`src/rtl/mdu_ctrl_pkg.sv`:
```
// Shared types and op decode for the multiply/divide sequencer.
// The accumulate ops (MADD/MADDU/MSUB/MSUBU) are decoded as valid only when MDU_MADD_EN is defined.
package mdu_ctrl_pkg;

  localparam int MDU_DIV_ITER = 32;
  localparam int CNT_W        = 6;

  typedef enum logic [2:0] {
    OP_MULT, OP_MULTU, OP_DIV, OP_DIVU, OP_MADD, OP_MADDU, OP_MSUB, OP_MSUBU
  } mdu_op_t;

  typedef enum logic [1:0] {IDLE, MUL, DIV, DONE} mdu_state_t;

  typedef struct packed {
    logic valid;
    logic is_div;
    logic is_signed;
    logic acc;
    logic sub;
  } mdu_dec_t;

  function automatic mdu_dec_t mdu_decode(mdu_op_t op);
    mdu_dec_t d;
    d = '0;
    case (op)
      OP_MULT:  begin d.valid = 1'b1; d.is_signed = 1'b1; end
      OP_MULTU: d.valid = 1'b1;
      OP_DIV:   begin d.valid = 1'b1; d.is_div = 1'b1; d.is_signed = 1'b1; end
      OP_DIVU:  begin d.valid = 1'b1; d.is_div = 1'b1; end
`ifdef MDU_MADD_EN
      OP_MADD:  begin d.valid = 1'b1; d.is_signed = 1'b1; d.acc = 1'b1; end
      OP_MADDU: begin d.valid = 1'b1; d.acc = 1'b1; end
      OP_MSUB:  begin d.valid = 1'b1; d.is_signed = 1'b1; d.acc = 1'b1; d.sub = 1'b1; end
      OP_MSUBU: begin d.valid = 1'b1; d.acc = 1'b1; d.sub = 1'b1; end
`endif
      default: ;
    endcase
    return d;
  endfunction

endpackage

```
`src/rtl/mdu_ctrl_if.sv`:
```
// EX-stage <-> MDU handshake: operation request, flush, stall and HI/LO write port.
interface mdu_ctrl_if;
  import mdu_ctrl_pkg::*;

  logic        start;
  mdu_op_t     op;
  logic [31:0] src_a;
  logic [31:0] src_b;
  logic [63:0] hilo_in;
  logic        flush;
  logic        stall_o;
  logic        hi_we;
  logic        lo_we;
  logic [31:0] hi_o;
  logic [31:0] lo_o;

  modport master (output start, op, src_a, src_b, hilo_in, flush,
                  input  stall_o, hi_we, lo_we, hi_o, lo_o);
  modport slave  (input  start, op, src_a, src_b, hilo_in, flush,
                  output stall_o, hi_we, lo_we, hi_o, lo_o);
endinterface

```
`src/rtl/mdu_ctrl_div_radix2_core.sv`:
```
// Iterative unsigned 32/32 restoring divider: start loads operands, each step retires one quotient bit.
module div_radix2_core (
  input  logic        clk,
  input  logic        rst,
  input  logic        start,
  input  logic        step,
  input  logic [31:0] dividend,
  input  logic [31:0] divisor,
  output logic [31:0] quotient,
  output logic [31:0] remainder
);

  logic [31:0] dvs_q;
  logic [32:0] partial;
  logic [32:0] diff;

  // Quotient register doubles as the dividend shift register.
  always_comb begin
    partial = {remainder, quotient[31]};
    diff    = partial - {1'b0, dvs_q};
  end

  // NOTE: sequential state uses non-blocking assignments so every register samples pre-edge values.
  always_ff @(posedge clk) begin
    if (!rst) begin
      quotient  <= '0;
      remainder <= '0;
      dvs_q     <= '0;
    end else if (start) begin
      quotient  <= dividend;
      remainder <= '0;
      dvs_q     <= divisor;
    end else if (step) begin
      if (!diff[32]) begin
        remainder <= diff[31:0];
        quotient  <= {quotient[30:0], 1'b1};
      end else begin
        remainder <= partial[31:0];
        quotient  <= {quotient[30:0], 1'b0};
      end
    end
  end

endmodule

```
`src/rtl/mdu_ctrl.sv`:
```
// Multi-cycle MULT/DIV sequencer owning the HI/LO write port; stalls EX while busy, aborts on flush.
// Optional MDU_MADD_EN enables the accumulate ops (hilo_in +/- product).
module mdu_ctrl
  import mdu_ctrl_pkg::*;
#(
  parameter int MUL_LAT  = 2,
  parameter int DIV_ITER = MDU_DIV_ITER
) (
  input logic       clk,
  input logic       rst,
  mdu_ctrl_if.slave bus
);

  mdu_state_t       state, state_nxt;
  mdu_dec_t         dec, dec_q;
  logic             accept;
  logic [CNT_W-1:0] cnt;
  logic [31:0]      a_q, b_q, dvd_mag, dvs_mag;
  logic [31:0]      quotient, remainder, hi_q, lo_q;
  logic             q_neg, r_neg;
  logic [63:0]      a_ext, b_ext, prod_q, acc_q, mul_res, div_res, res;

  assign dec     = mdu_decode(bus.op);
  assign accept  = (state == IDLE) && bus.start && dec.valid && !bus.flush;
  assign dvd_mag = (dec.is_signed && bus.src_a[31]) ? -bus.src_a : bus.src_a;
  assign dvs_mag = (dec.is_signed && bus.src_b[31]) ? -bus.src_b : bus.src_b;

  // Low 64 bits of the 33x33 product equal the product of the 64-bit extensions.
  assign a_ext = {{32{dec_q.is_signed & a_q[31]}}, a_q};
  assign b_ext = {{32{dec_q.is_signed & b_q[31]}}, b_q};

  div_radix2_core u_div (
    .clk       (clk),
    .rst       (rst),
    .start     (accept && dec.is_div),
    .step      (state == DIV),
    .dividend  (dvd_mag),
    .divisor   (dvs_mag),
    .quotient  (quotient),
    .remainder (remainder)
  );

  always_ff @(posedge clk) begin
    if (!rst) state <= IDLE;
    else      state <= state_nxt;
  end

  // NOTE: next-state defaults to the current state first so no path leaves it unassigned (no latch).
  always_comb begin
    state_nxt = state;
    if (bus.flush) begin
      state_nxt = IDLE;
    end else begin
      case (state)
        IDLE: if (accept) state_nxt = dec.is_div ? DIV : MUL;
        MUL:  if (cnt == CNT_W'(MUL_LAT - 1))  state_nxt = DONE;
        DIV:  if (cnt == CNT_W'(DIV_ITER - 1)) state_nxt = DONE;
        DONE: state_nxt = IDLE;
        default: state_nxt = IDLE;
      endcase
    end
  end

  always_ff @(posedge clk) begin
    if (!rst) begin
      cnt    <= '0;
      a_q    <= '0;
      b_q    <= '0;
      dec_q  <= '0;
      q_neg  <= 1'b0;
      r_neg  <= 1'b0;
      prod_q <= '0;
      hi_q   <= '0;
      lo_q   <= '0;
    end else begin
      if (accept) begin
        cnt   <= '0;
        a_q   <= bus.src_a;
        b_q   <= bus.src_b;
        dec_q <= dec;
        q_neg <= dec.is_signed && (bus.src_a[31] ^ bus.src_b[31]);
        r_neg <= dec.is_signed && bus.src_a[31];
      end else if (state == MUL || state == DIV) begin
        cnt <= cnt + 1'b1;
      end
      if (state == MUL) prod_q <= a_ext * b_ext;
      if (state == DONE && !bus.flush) begin
        hi_q <= res[63:32];
        lo_q <= res[31:0];
      end
    end
  end

`ifdef MDU_MADD_EN
  always_ff @(posedge clk) begin
    if (!rst)        acc_q <= '0;
    else if (accept) acc_q <= bus.hilo_in;
  end
`else
  assign acc_q = '0;
`endif

  always_comb begin
    mul_res = prod_q;
    if (dec_q.acc) mul_res = dec_q.sub ? (acc_q - prod_q) : (acc_q + prod_q);
    div_res = {r_neg ? -remainder : remainder, q_neg ? -quotient : quotient};
    res     = dec_q.is_div ? div_res : mul_res;
  end

  always_comb begin
    bus.stall_o = !bus.flush && (accept || state == MUL || state == DIV);
    bus.hi_we   = (state == DONE) && !bus.flush;
    bus.lo_we   = (state == DONE) && !bus.flush;
    bus.hi_o    = (state == DONE) ? res[63:32] : hi_q;
    bus.lo_o    = (state == DONE) ? res[31:0]  : lo_q;
  end

endmodule

```
`src/flat_wrapper.sv`:
```
// flat-port wrapper written by rule: the top's interface ports become plain ports
module mdu_ctrl_flat import mdu_ctrl_pkg::*;
#(
  parameter int MUL_LAT  = 2,
  parameter int DIV_ITER = MDU_DIV_ITER
)
  (clk, rst, bus_start, bus_op, bus_src_a, bus_src_b, bus_hilo_in, bus_flush, bus_stall_o, bus_hi_we, bus_lo_we, bus_hi_o, bus_lo_o);
  mdu_ctrl_if bus_i ();
  input logic clk;
  input logic rst;
  input wire logic [$bits(bus_i.start)-1:0] bus_start;
  input wire logic [$bits(bus_i.op)-1:0] bus_op;
  input wire logic [$bits(bus_i.src_a)-1:0] bus_src_a;
  input wire logic [$bits(bus_i.src_b)-1:0] bus_src_b;
  input wire logic [$bits(bus_i.hilo_in)-1:0] bus_hilo_in;
  input wire logic [$bits(bus_i.flush)-1:0] bus_flush;
  output wire logic [$bits(bus_i.stall_o)-1:0] bus_stall_o;
  output wire logic [$bits(bus_i.hi_we)-1:0] bus_hi_we;
  output wire logic [$bits(bus_i.lo_we)-1:0] bus_lo_we;
  output wire logic [$bits(bus_i.hi_o)-1:0] bus_hi_o;
  output wire logic [$bits(bus_i.lo_o)-1:0] bus_lo_o;
  assign bus_i.start = bus_start;
  assign bus_i.op = bus_op;
  assign bus_i.src_a = bus_src_a;
  assign bus_i.src_b = bus_src_b;
  assign bus_i.hilo_in = bus_hilo_in;
  assign bus_i.flush = bus_flush;
  assign bus_stall_o = bus_i.stall_o;
  assign bus_hi_we = bus_i.hi_we;
  assign bus_lo_we = bus_i.lo_we;
  assign bus_hi_o = bus_i.hi_o;
  assign bus_lo_o = bus_i.lo_o;
  mdu_ctrl #(.MUL_LAT(MUL_LAT), .DIV_ITER(DIV_ITER)) u_core (.clk(clk), .rst(rst), .bus(bus_i));
endmodule
```
`config.mk`:
```
export PLATFORM = sky130hd
export DESIGN_NAME = mdu_ctrl_flat
export DESIGN_NICKNAME = d
export VERILOG_FILES = /design/src/rtl/mdu_ctrl_pkg.sv /design/src/rtl/mdu_ctrl_if.sv /design/src/rtl/mdu_ctrl_div_radix2_core.sv /design/src/rtl/mdu_ctrl.sv /design/src/flat_wrapper.sv
export SDC_FILE = /design/constraint.sdc
export NUM_CORES = 2
export LEC_CHECK = 0
export ABC_AREA = 1
export BUFFER_PORTS_ARGS = -buffer_cell sky130_fd_sc_hd__buf_2
export CORE_MARGIN = 5
export CORE_UTILIZATION = 49
export CTS_BUF_LIST = sky130_fd_sc_hd__clkbuf_4 sky130_fd_sc_hd__clkbuf_8 sky130_fd_sc_hd__clkbuf_16
export CTS_CLUSTER_DIAMETER = 150
export DETAILED_ROUTE_END_ITERATION = 6
export GPL_TIMING_DRIVEN = 0
export PLACE_DENSITY = 0.68
export RECOVER_POWER = 50
export SLEW_MARGIN = 20
export SYNTH_ARGS = -nofsm -noshare
export SYNTH_HDL_FRONTEND = slang
export SYNTH_SLANG_ARGS = --single-unit
```
`constraint.sdc`:
```
create_clock -name clk -period 7.21 [get_ports clk]
set_input_delay 2.163 -clock clk [delete_from_list [all_inputs] [get_ports clk]]
set_output_delay 2.163 -clock clk [all_outputs]
set_load 0.02 [all_outputs]
```
=== After elaboration in Yosys (flattened, before gate mapping) ===
Index checks and enable logic that the tools add are counted.

* Register bits after elaboration: 300
* Input port bits: 135
* Output and inout port bits: 67
* Word-level logic and storage cells: 78

* Add/sub/neg operators: 6
* Multiply operators: 1
* Equal/unequal tests: 11
* Muxes and demuxes: 19
* Bitwise operators: 4
* Reduce and logical (&&, ||, !) cells: 23

{| class="wikitable"
|+ Operator list
! cell !! number
|-
| $mux W32 || 9
|-
| $neg A32 Y32 || 4
|-
| $mul A33 B33 Y64 || 1
|-
| $mux W64 || 1
|-
| $sub A33 B32 Y33 || 1
|-
| $reduce_or A2 Y1 || 5
|-
| $logic_and A1 B1 Y1 || 9
|-
| $mux W2 || 4
|-
| $pmux W2 S4 || 1
|-
| $add A6 B1 Y6 const B || 1
|-
| $eq A3 B2 Y1 const B || 2
|-
| $eq A6 B1 Y1 const B || 1
|-
| $eq A6 B5 Y1 const B || 1
|-
| $ne A2 B1 Y1 const B || 3
|-
| $eq A2 B2 Y1 const B || 2
|-
| $mux W1 || 4
|-
| $reduce_or A4 Y1 || 1
|-
| $eq A3 B1 Y1 const B || 1
|-
| $logic_not A3 Y1 || 1
|-
| $logic_or A1 B1 Y1 || 3
|-
| $reduce_and A3 Y1 || 1
|-
| $and A1 B1 Y1 || 2
|-
| $eq A2 B1 Y1 const B || 1
|-
| $logic_not A2 Y1 || 1
|-
| 4 further kinds || 4
|}

=== Longest topological paths before layout ===
* Depth after elaboration: 8
* Mapped depth: 35
* Mapped depth without buffers: 33

=== By module ===
Synthesis repeated with hierarchy kept, for this count alone.

* Cells, all modules: 8,203
* Area total of the unflattened synthesis: 59,153.0 µm²

{| class="wikitable"
|+ By module, submodules not included
! module !! times used !! cells each !! area each (µm²)
|-
| mdu_ctrl || 1 || 7,057 || 52,406.5
|-
| div_radix2_core || 1 || 1,146 || 6,746.5
|}

=== Worst setup path before layout ===
No wires, ideal clock.

* Path kind: flip-flop to flip-flop
* Start: register u_core.a_q[31]
* End: register u_core.prod_q[54]
* Library setup time: 0.109 ns
* Arrival: 7.540 ns
* Data required time: 7.101 ns
* Slack: -0.439 ns
* Cell stages (with the launch flop): 30
* Path buffers: 3
* Clock period less this slack: 7.649 ns
* Path through: dfxtp_1 clkbuf_1 nand2_1 clkbuf_1 clkbuf_1 nor2_1 fa_1 fa_1 fa_1 inv_1 fa_1 inv_1 fa_1 fa_1 inv_1 fa_1 fa_1 inv_1 ha_1 nand2_1 nor2_1 inv_1 nor2_1 nand2_1 nor4_1 nand2_1 nand4_1 nand3_1 nand2_1 inv_1

* Longest elaborated chain between the ends: 2

{| class="wikitable"
|+ RTL lines
! item !! line !! RTL
|-
| start: declaration || mdu_ctrl.sv:18 || <nowiki>logic [31:0] a_q, b_q, dvd_mag, dvs_mag;</nowiki>
|-
| start signal: assignment || mdu_ctrl.sv:78 || <nowiki>a_q <= bus.src_a;</nowiki>
|-
| $and A1 B1 Y1 || mdu_ctrl.sv:29 || <nowiki>assign a_ext = {{32{dec_q.is_signed & a_q[31]}}, a_q};</nowiki>
|-
| $mul A33 B33 Y64 (*) || mdu_ctrl.sv:86 || <nowiki>if (state == MUL) prod_q <= a_ext * b_ext;</nowiki>
|-
| end signal: assignment || mdu_ctrl.sv:86 ||
|-
| end: declaration || mdu_ctrl.sv:21 || <nowiki>logic [63:0] a_ext, b_ext, prod_q, acc_q, mul_res, div_res, res;</nowiki>
|}

Every way passes the cells marked *; elsewhere a longest branch is shown, timed or not.
A chain may end at the register's enable or synchronous reset.

=== Final worst setup path ===
* Start: register u_core.a_q[31]
* End: register u_core.prod_q[56]

The elaborated chain is that of the path after synthesis.

==> results.cfg <==
[yosys]
synth_fa_ha_area_frac = 0.438
synth-compound-area-share = 0.0659
syn_nets = 9673
async_flop_share = 0
ys_warn_count = 0
synth_mux_area_frac = 0.000341
synth.yosys.seq_area_share = 0.102
ys_seq_elements = 300
synth_top_area_cell = fa_1
synth_xor_area_frac = 0.0133
synth_area_sq_um = 58700
netlist.area_leader.share = 0.384
synthCells = 8158
synth_ff_type = dfxtp_1
yosysUniqueCellTypes = 54
synth-simple-area-share = 0.217
avgSynthCellArea_sq_um = 7.19
ys_top_cells_by_area = fa_1, nand2_1, inv_1, dfxtp_1, ha_1
synth_edf_count = 0
synth_top_family_by_area = adder cells

[placed_design]
port-buffer-count = 137
post-dp-hpwl_microns = 199000
dp_cells = 9908
gp_congestion = 1.08

[setup_path]
critPathSlowestCell = fa_2
critPathMaxFanout = 8
cp_num_buf_inv = 9
crit_path_max_incr_delay_ns = 0.71
cp.required_ns = 7.67
arrival_ns = 7.99
end_kind = flip-flop
worstSetupPathType = reg2reg
start_kind = flip-flop
crit_family = adder cells

[detailed_routing]
vias = 54967
final_antenna_net_count = 0
totalWireLength_microns = 240000
drtIter0Drc = 6268
drc = 6
wl_per_cell_microns = 23.9
dr.pass1.iters = 7
via_per_inst = 5.49

[cells_and_area]
fin_util = 0.556
multiInputGateArea_sq_um = 45000
syn_to_final_growth_pct = 13.3
regArea_sq_um = 6170
fillers = 11566
drive_above_1_share = 0.117
layoutNonFillerInstCount = 10020
nets = 9895

[global_route]
grtUsageTotal = 0.378
use_met1 = 0.496
antenna_found_initial = 17
busiest_layer = met2
grt_pass1_wl_microns = 353000
use_met2 = 0.567
grt_start_max_net_pins = 16
use_met3 = 0.113
overflow = 0
grt_pass1_vias = 55182

[die]
die_height_microns = 356
num_rows = 127
die_area_sq_um = 127000
io-pin-count = 202
die_x_microns = 356
start_util = 0.491
coreArea_sq_um = 119000

[pwr]
powerDensity_nw_per_um2 = 106
leakagePower_nw = 35.5
ir_worst_vdd_mv = 0.206

[sta]
min_period_ns = 7.54
fmax_mhz = 133
setup-tns-final_ns = -4.25
hold_viol = 0
period_share = 1.05
finClkSkew_ns = 0.0252
rsz0062_at_grt = yes
setup_ws_ns = -0.325
drv_slew = 0
slew_headroom = 0.108
finalSetupViolations = 23
worst_pin_slew_ns = 1.33

[worst_hold_path]
hp-class = reg2reg

[clocking]
clock_sinks = 300
insertion_delay_ns = 0.58
cts-htree-levels = 2
cts_buffers = 34
tritoncts = built
clock-root-buffer = clkbuf_16
clk_pin_slew_ns = 0.07
clockBufferDepth = 3

[outcome]
status = finished with violations
violations = DRC, setup timing

[run]
drv_cap = 0
-- repair_timing --
item | CTS | global route
buffers inserted | 45 | 62
cloned | 1 | 0
endpoints found under the setup margin | 50 | 44
gates resized for setup | 712 | 393
pin swaps | 69 | 121
hold buffers | 0 | 0
-- power breakdown --
part           leakage [nW]  internal, mW  switching [mW]  total, mW
Combinational          32.4          1.05            2.27       3.33
Clock                 0.562          1.04           0.800       1.84
Sequential             2.46          1.72           0.128       1.85
Total                  35.5          3.81            3.20       7.01
-- tightest hold or removal path, cell delays in order (launching register included) --
cell,delay [ns]
dfxtp_1,0.32
nand2_1,0.05
o21ai_0,0.07
-- cell families (layout without fill, tap and decap cells) --
| kind of cell | after synthesis | after routing |
|---|---|---|
| simple gates | 3182 | 3182 |
| buf+inv | 2512 | 2758 |
| fa+ha+maj | 1380 | 1380 |
| compound gates | 693 | 693 |
| flops | 300 | 300 |
| xor+xnor | 89 | 89 |
| mux | 2 | 2 |
| other cells | 0 | 4 |
-- area by class of cell --
| cell class | count | share of cell area |
|---|---|---|
| Antenna cell | 4 | 0.000151 |
| Inverter | 2113 | 0.120 |
| Clock buffer | 48 | 0.0155 |
| Timing Repair Buffer | 246 | 0.0243 |
| Tap cell | 1612 | 0.0304 |
| Buffer | 339 | 0.0384 |
| Sequential cell | 300 | 0.0928 |
| Clock inverter | 12 | 0.00156 |
| Multi-Input combinational cell | 5346 | 0.677 |
-- through the flow --
step                      area (sq um)  hold slack [ns]  power [mW]  setup slack [ns]
after floorplan                  58700            0.432        3.91           0.00977
after global routing             66400            0.522        7.36            -0.472
after detailed placement         61400            0.458        4.99             -2.18
after CTS                        64900            0.470        6.88            -0.265
final                            66500            0.478        7.01            -0.325
after global placement           61400            0.455        4.97             -2.31
-- state kept, by name, summed over array words and instances, names as in the netlist, 6 cells and up --
signal	cells
u_core.u_div.quotient	32
u_core.u_div.remainder	32
u_core.b_q	32
u_core.a_q	32
u_core.hi_q	32
u_core.u_div.dvs_q	32
u_core.prod_q	64
u_core.cnt	6
u_core.lo_q	32
-- placed cells by master, fill, tap and decap left out, types with 33 or more instances in the layout --
cell type and count:
nand2_1 2077, inv_1 2073, fa_1 1093, nor2_1 478, nand3_1 298, dfxtp_1 249
o21ai_0 242, ha_1 211, a21oi_1 167, buf_2 154, clkbuf_1 122, buf_4 112
nand2_2 75, o22ai_1 68, xor2_1 62, clkbuf_4 55, nand4_1 52, clkbuf_2 51
clkbuf_16 47, nor2_4 46, nor2_2 44, clkbuf_8 43, dfxtp_4 40, a21oi_2 34
fa_2 33
-- cell usage after synthesis (23+ instances only) --
cell type,count
a21oi_1,219
a31oi_1,31
clkbuf_1,358
dfxtp_1,300
fa_1,1126
ha_1,254
inv_1,2105
nand2_1,2153
nand3_1,319
nand4_1,51
nor2_1,558
nor3_1,35
o211ai_1,29
o21ai_0,275
o22ai_1,68
xnor2_1,23
xor2_1,66
-- path summary, 6_finish.rpt --
| check | start | slack [ns] | endpoint | depth (start not counted) |
|---|---|---|---|---|
| setup / recovery | u_core.a_q[31] | -0.33 | u_core.prod_q[56] | 29 |
| setup reg to reg | u_core.a_q[31] | -0.33 | u_core.prod_q[56] | 29 |
| hold / removal | u_core.u_div.dvs_q[19] | 0.48 | u_core.u_div.dvs_q[19] | 2 |
| hold reg to reg | u_core.u_div.dvs_q[19] | 0.48 | u_core.u_div.dvs_q[19] | 2 |
-- per-layer routing --
layer  vias up  wire length (microns)
met5         -                    173
met4        24                  16700
met3       757                  30400
met2      3168                 102000
met1     26803                  90700
li1      24215                      -
Note: power is estimated with default switching activity, not from simulation.
